### config.mk
export PLATFORM = sky130hd
export DESIGN_NAME = cache_refill_ctrl
export DESIGN_NICKNAME = d
export VERILOG_FILES = /design/src/rtl/cache_pkg.sv /design/src/rtl/decoder3to8.sv /design/src/rtl/cache_refill_ctrl.sv
export SDC_FILE = /design/constraint.sdc
export NUM_CORES = 1
export LEC_CHECK = 0
export ABC_CLOCK_PERIOD_IN_PS = 2950
export CORE_ASPECT_RATIO = 1.4
export CORE_UTILIZATION = 38
export DETAILED_ROUTE_END_ITERATION = 8
export PLACE_DENSITY = 0.66
export SLEW_MARGIN = 0
export SYNTH_ARGS = -nofsm -noshare
export SYNTH_HDL_FRONTEND = slang
export SYNTH_SLANG_ARGS = --single-unit
export TNS_END_PERCENT = 5
### constraint.sdc
create_clock -name clk -period 2.95 [get_ports clk]
set_input_delay 0.59 -clock clk [delete_from_list [all_inputs] [get_ports clk]]
set_output_delay 0.59 -clock clk [all_outputs]
set_load 0.01 [all_outputs]
### src/rtl/cache_pkg.sv
// Shared parameters, address slicing helpers and FSM state type for the
// instruction-cache refill controller.
package cache_pkg;

  localparam int TAG_W  = 24;
  localparam int SET_W  = 3;
  localparam int WAYS   = 8;
  localparam int BEATS  = 8;
  localparam int WORD_W = 32;
  localparam int WIDX_W = 3;
  localparam int SETS   = 1 << SET_W;
  localparam int LINE_W = BEATS * WORD_W;

  typedef enum logic [1:0] {
    S_IDLE,
    S_REQ,
    S_FILL,
    S_WRITE
  } state_e;

  function automatic logic [TAG_W-1:0] addr_tag(input logic [31:0] addr);
    return addr[31:8];
  endfunction

  function automatic logic [SET_W-1:0] addr_set(input logic [31:0] addr);
    return addr[7:5];
  endfunction

  function automatic logic [WIDX_W-1:0] addr_word(input logic [31:0] addr);
    return addr[4:2];
  endfunction

endpackage

### src/rtl/decoder3to8.sv
// Plain 3-to-8 binary to one-hot decoder.
module decoder3to8 (
  input  logic [2:0] sel_i,
  output logic [7:0] onehot_o
);

  assign onehot_o = 8'b0000_0001 << sel_i;

endmodule

### src/rtl/cache_refill_ctrl.sv
// Miss-handling and line-fill controller for the 8-set x 8-way instruction cache.
// Define CACHE_REFILL_CRIT_WORD_FIRST_EN for critical-word-first bursts with early restart.
module cache_refill_ctrl
  import cache_pkg::*;
(
  input  logic              clk,
  input  logic              reset,
  input  logic              req_valid,
  input  logic [31:0]       req_addr,
  input  logic              hit,
  output logic              stall,
  output logic              mem_req_valid,
  input  logic              mem_req_ready,
  output logic [31:0]       mem_req_addr,
  input  logic              mem_rsp_valid,
  input  logic [WORD_W-1:0] mem_rsp_data,
  output logic              fill_we,
  output logic [SETS-1:0]   fill_set_oh,
  output logic [WAYS-1:0]   fill_way_oh,
  output logic [TAG_W-1:0]  fill_tag,
  output logic [LINE_W-1:0] fill_data,
  output logic              crit_valid,
  output logic [WORD_W-1:0] crit_data
);

  state_e                       state_q, state_d;
  logic [31:2]                  addr_q, addr_d;
  logic [WIDX_W-1:0]            cnt_q, cnt_d;
  logic [BEATS-1:0][WORD_W-1:0] line_q, line_d;
  logic [SETS-1:0][WIDX_W-1:0]  victim_q, victim_d;

  logic [31:0]       line_addr;
  logic [SET_W-1:0]  set_idx;
  logic [WIDX_W-1:0] start_idx;
  logic [WIDX_W-1:0] beat_idx;
  logic [SETS-1:0]   set_dec;
  logic [WAYS-1:0]   way_dec;
  logic              in_fill_or_write;
  logic              first_beat;
  logic              unused_addr_lsb;

  assign unused_addr_lsb = ^req_addr[1:0];

  assign line_addr = {addr_q, 2'b00};
  assign set_idx   = addr_set(line_addr);
  assign beat_idx  = start_idx + cnt_q;
  assign first_beat = (state_q == S_FILL) && mem_rsp_valid && (cnt_q == '0);

`ifdef CACHE_REFILL_CRIT_WORD_FIRST_EN
  assign start_idx = addr_word(line_addr);
`else
  assign start_idx = '0;
`endif

  decoder3to8 u_set_dec (
    .sel_i    (set_idx),
    .onehot_o (set_dec)
  );

  decoder3to8 u_way_dec (
    .sel_i    (victim_q[set_idx]),
    .onehot_o (way_dec)
  );

  // NOTE: every variable written here gets a default first, so no path
  // through the case can leave one unassigned and infer a latch.
  always_comb begin
    state_d  = state_q;
    addr_d   = addr_q;
    cnt_d    = cnt_q;
    line_d   = line_q;
    victim_d = victim_q;
    case (state_q)
      S_IDLE: begin
        if (req_valid && !hit) begin
          addr_d  = req_addr[31:2];
          state_d = S_REQ;
        end
      end
      S_REQ: begin
        if (mem_req_ready) begin
          cnt_d   = '0;
          state_d = S_FILL;
        end
      end
      S_FILL: begin
        if (mem_rsp_valid) begin
          line_d[beat_idx] = mem_rsp_data;
          cnt_d            = cnt_q + 3'd1;
          if (cnt_q == 3'd7) state_d = S_WRITE;
        end
      end
      S_WRITE: begin
        victim_d[set_idx] = victim_q[set_idx] + 3'd1;
        state_d           = S_IDLE;
      end
      default: state_d = S_IDLE;
    endcase
  end

  // NOTE: the victim pointers and line buffer are small register arrays, not
  // RAM, so they take the async reset like any other state.
  // NOTE: sequential state is updated only with non-blocking assignments so
  // every register samples the pre-edge value of every other.
  always_ff @(posedge clk or negedge reset) begin
    if (!reset) begin
      state_q  <= S_IDLE;
      addr_q   <= '0;
      cnt_q    <= '0;
      line_q   <= '0;
      victim_q <= '0;
    end else begin
      state_q  <= state_d;
      addr_q   <= addr_d;
      cnt_q    <= cnt_d;
      line_q   <= line_d;
      victim_q <= victim_d;
    end
  end

  assign in_fill_or_write = (state_q == S_FILL) || (state_q == S_WRITE);

  assign stall         = (state_q != S_IDLE) || (req_valid && !hit);
  assign mem_req_valid = (state_q == S_REQ);
  assign fill_we       = (state_q == S_WRITE);
  assign fill_set_oh   = in_fill_or_write ? set_dec : '0;
  assign fill_tag      = in_fill_or_write ? addr_tag(line_addr) : '0;
  assign fill_way_oh   = fill_we ? way_dec : '0;
  assign fill_data     = line_q;

`ifdef CACHE_REFILL_CRIT_WORD_FIRST_EN
  logic              crit_valid_q;
  logic [WORD_W-1:0] crit_data_q;

  // The first beat of a wrapped burst is the requested word: forward it for
  // early restart one cycle after it arrives.
  always_ff @(posedge clk or negedge reset) begin
    if (!reset) begin
      crit_valid_q <= 1'b0;
      crit_data_q  <= '0;
    end else begin
      crit_valid_q <= first_beat;
      crit_data_q  <= first_beat ? mem_rsp_data : '0;
    end
  end

  assign mem_req_addr = mem_req_valid ? line_addr : '0;
  assign crit_valid   = crit_valid_q;
  assign crit_data    = crit_data_q;
`else
  logic unused_first_beat;

  assign unused_first_beat = first_beat;
  assign mem_req_addr      = mem_req_valid ? {addr_q[31:5], 5'b0} : '0;
  assign crit_valid        = fill_we;
  assign crit_data         = fill_we ? line_q[addr_word(line_addr)] : '0;
`endif

endmodule

==> flow_summary.ini <==
[final_layout]
nets = 1589
fin_area_mm2 = 0.0217
multiInputGateArea_mm2 = 0.00686
drive_above_1_share = 0.360
syn2layout_area_growth_pct = 43.9
utilization = 0.552
finalNonFillerCells = 2063
fillers = 3263
regArea_mm2 = 0.00789

[grt]
grt_max_degree = 66
grt_pass1_wl_mm = 72.7
gr-total-overflow = 0
antenna_found_initial = 2
grt_pass1_vias = 11438
grt_usage = 0.241

[routing]
wl_met2_mm = 25.1
drtPass1Iterations = 4
wirelength_met1_mm = 18.8
vias = 10679
wire_per_inst_um = 23.5
highest_layer = met4
drc = 0
dr_wl_met3_mm = 2.55
drt-total-wl_mm = 48.5
vias_per_cell = 5.18
ant_nets = 0
dr.first_iter.drc_count = 421

[synthesis]
synth_edf_count = 0
yosysWarnings = 0
ys_seq_area_frac = 0.523
synth-async-reset-ratio = 1.00
syn_area_per_cell_um2 = 14.4
yosysMostFrequentCell = dfrtp_1
ys_types = 41
syn_area_mm2 = 0.0151
yosys.area.top_type = dfrtp_1
synthTopCellsByArea = dfrtp_1 52%, mux2_2 21%, mux2_4 6.0%, mux4_2 5.4%, mux2i_1 2.3%
ys.flop_type = dfrtp_1
yosys_register_bits = 315
yosys-top-cells-count = 315 x dfrtp_1, 278 x mux2_2, 60 x mux2_4
synth_cells = 1050
synth_top_area_share = 0.523

[placement]
dpl_cell_area_mm2 = 0.0202
dp.cells = 1988
post-dp-hpwl_mm = 33.4
gp_congestion = 0.810
io_buffers = 426

[sta]
setup_slack_ns = -0.140
tns_ns = -0.335
final_max_slew_viol_count = 0
grt_setup_unrepaired = true
fmax_ghz = 0.324
min_period_ns = 3.09
skew_ns = 0.00868
period_share = 1.05
finalSetupViolations = 5
finalHoldViolCount = 0
whs_ns = 0.000527
slew_headroom = 0.522
worst_pin_slew_ns = 0.715

[pwr]
p_seq_frac = 0.311
power_density_mw_per_mm2 = 1170
vdd_ir_drop_max_mv = 0.712
power_frac_clock = 0.179
p_leak_nw = 9.90
power.switching_mw = 9.01
swShare = 0.354
internal-power_mw = 16.5
combPwrFrac = 0.510

[setup_path]
cpPeakStageDelay_ns = 0.50
crit_arrival_ns = 2.50
cp_top_family = multiplexers
cp.buffers_inverters = 3
critPathSlowestCell = mux4_2
required_ns = 2.36
reg2reg_slack_ns = 0.57
crit_path_start_kind = flip-flop
end_kind = output pin
worstSetupPathType = flip-flop to output pin
path_cells = buf_6 -> mux4_2 -> mux2i_2 -> inv_2 -> ha_4 -> ha_2 -> and2_1 -> buf_2
crit_path_max_fanout = 5

[floorplanning]
num_rows = 86
die_h_um = 238
initial_core_util = 0.384
core_mm2 = 0.0393
die_width_um = 170
io_pins = 434
die_area_mm2 = 0.0405

[outcome]
failed_checks = negative setup slack
status = complete, but fails checks

[worst_hold_path]
min_path_type = input port to asynchronous set/reset pin

[clock_tree]
cts_tree = done
cts-buffers-inserted = 35
insertion_delay_ns = 0.52
ctsHoldBuffers = 0
htree_levels = 2
clockBufferDepth = 3
clkTransAtPathRegs_ns = 0.06
cts_root_buffer = clkbuf_16
clock-sinks = 315

[job]
max_cap_violations = 0
[power groups by stage]
| stage | Combinational (mW) | Clock (mW) | Sequential [mW] |
|---|---|---|---|
| final | 13.0 | 4.56 | 7.91 |
| after global routing | 13.8 | 4.82 | 8.19 |
| after CTS | 13.0 | 4.68 | 7.92 |
| after detailed placement | 12.7 | 0 | 8.00 |
| after global placement | 12.6 | 0 | 7.89 |
| after floorplan | 5.72 | 0 | 8.18 |
[path summary, 6_finish.rpt]
path	startpoint	to	depth (start not counted)
setup / recovery	addr_q[5]	fill_way_oh[7]	8
hold / removal	reset	fill_data[185]	1
setup reg to reg	state_q[0]	fill_data[45]	7
hold reg to reg	victim_q[6]	victim_q[6]	1
max in group asynchronous	reset	fill_data[110]	2
min in group clk	victim_q[6]	victim_q[6]	1
[per-layer routing]
layer / GRT usage / up-vias
met1: 0.284 / 5505
met2: 0.425 / 354
met3: 0.0461 / 87
met5: 0 / -
li1: - / 4733
met4: 0.103 / 0
[stage by stage]
stage	power [mW]	setup slack [ns]
3_5_place_dp	20.7	-0.120
6_report	25.5	-0.140
4_1_cts	25.6	-0.227
5_1_grt	26.8	-0.214
3_3_place_gp	20.5	-0.105
2_1_floorplan	13.9	0.433
[kinds of logic after synthesis]
kind of cell,after synthesis,synth area share
xor gates and xnor gates,8,0.00465
AOI/OAI and AO/OA,84,0.0383
and+or+nand+nor,108,0.0438
muxes,409,0.345
buffers and inverters,114,0.0364
other,1,0.000249
DFF,315,0.523
adders and majority gates,11,0.00913
[timing repair]
item	CTS	global route
pin swaps	2	1
buffers inserted	11	0
gates cloned	1	0
resized for setup	94	58
endpoints found under the setup margin	72	60
hold endpoints to repair	0	0
[cell type report]
cell class | instances | area share
sequential | 315 | 0.364
multi-input combinational | 626 | 0.316
timing repair buffer | 491 | 0.228
clock buffer | 44 | 0.0442
tap | 528 | 0.0304
clock inverter | 18 | 0.0104
inverter | 39 | 0.00675
antenna | 2 | 0.000231
[state kept, by name (all words and copies together), names as in the netlist]
name,flops
addr_q,30
cnt_q,3
fill_data,256
state_q,2
victim_q,24
[layout by cell type (no fill, tap or decap), types with 5 or more instances in the layout]
cell type / synthesis / final
clkdlybuf4s50_1: 0 / 366
dfrtp_1: 315 / 311
mux2_2: 278 / 278
mux2_4: 60 / 60
buf_4: 11 / 39
inv_1: 39 / 38
mux4_2: 36 / 36
clkbuf_16: 0 / 35
mux2i_1: 35 / 33
a221oi_1: 33 / 29
and2_1: 28 / 28
nor2b_1: 25 / 25
o21ai_0: 23 / 22
dlymetal6s2s_1: 0 / 20
clkdlybuf4s15_1: 0 / 16
o21ai_1: 13 / 14
buf_6: 6 / 14
dlygate4sd2_1: 0 / 12
clkinv_2: 0 / 10
buf_12: 0 / 10
nand2b_1: 8 / 7
nor2_1: 11 / 7
buf_2: 27 / 7
nand2_1: 8 / 5
a21oi_1: 7 / 5
nor2_4: 0 / 5
nor3_1: 8 / 5
ha_1: 11 / 5
conb_1: 1 / 5
bufinv_16: 0 / 5
clkbuf_8: 0 / 5
No activity file was read; power rests on OpenSTA's default activity.
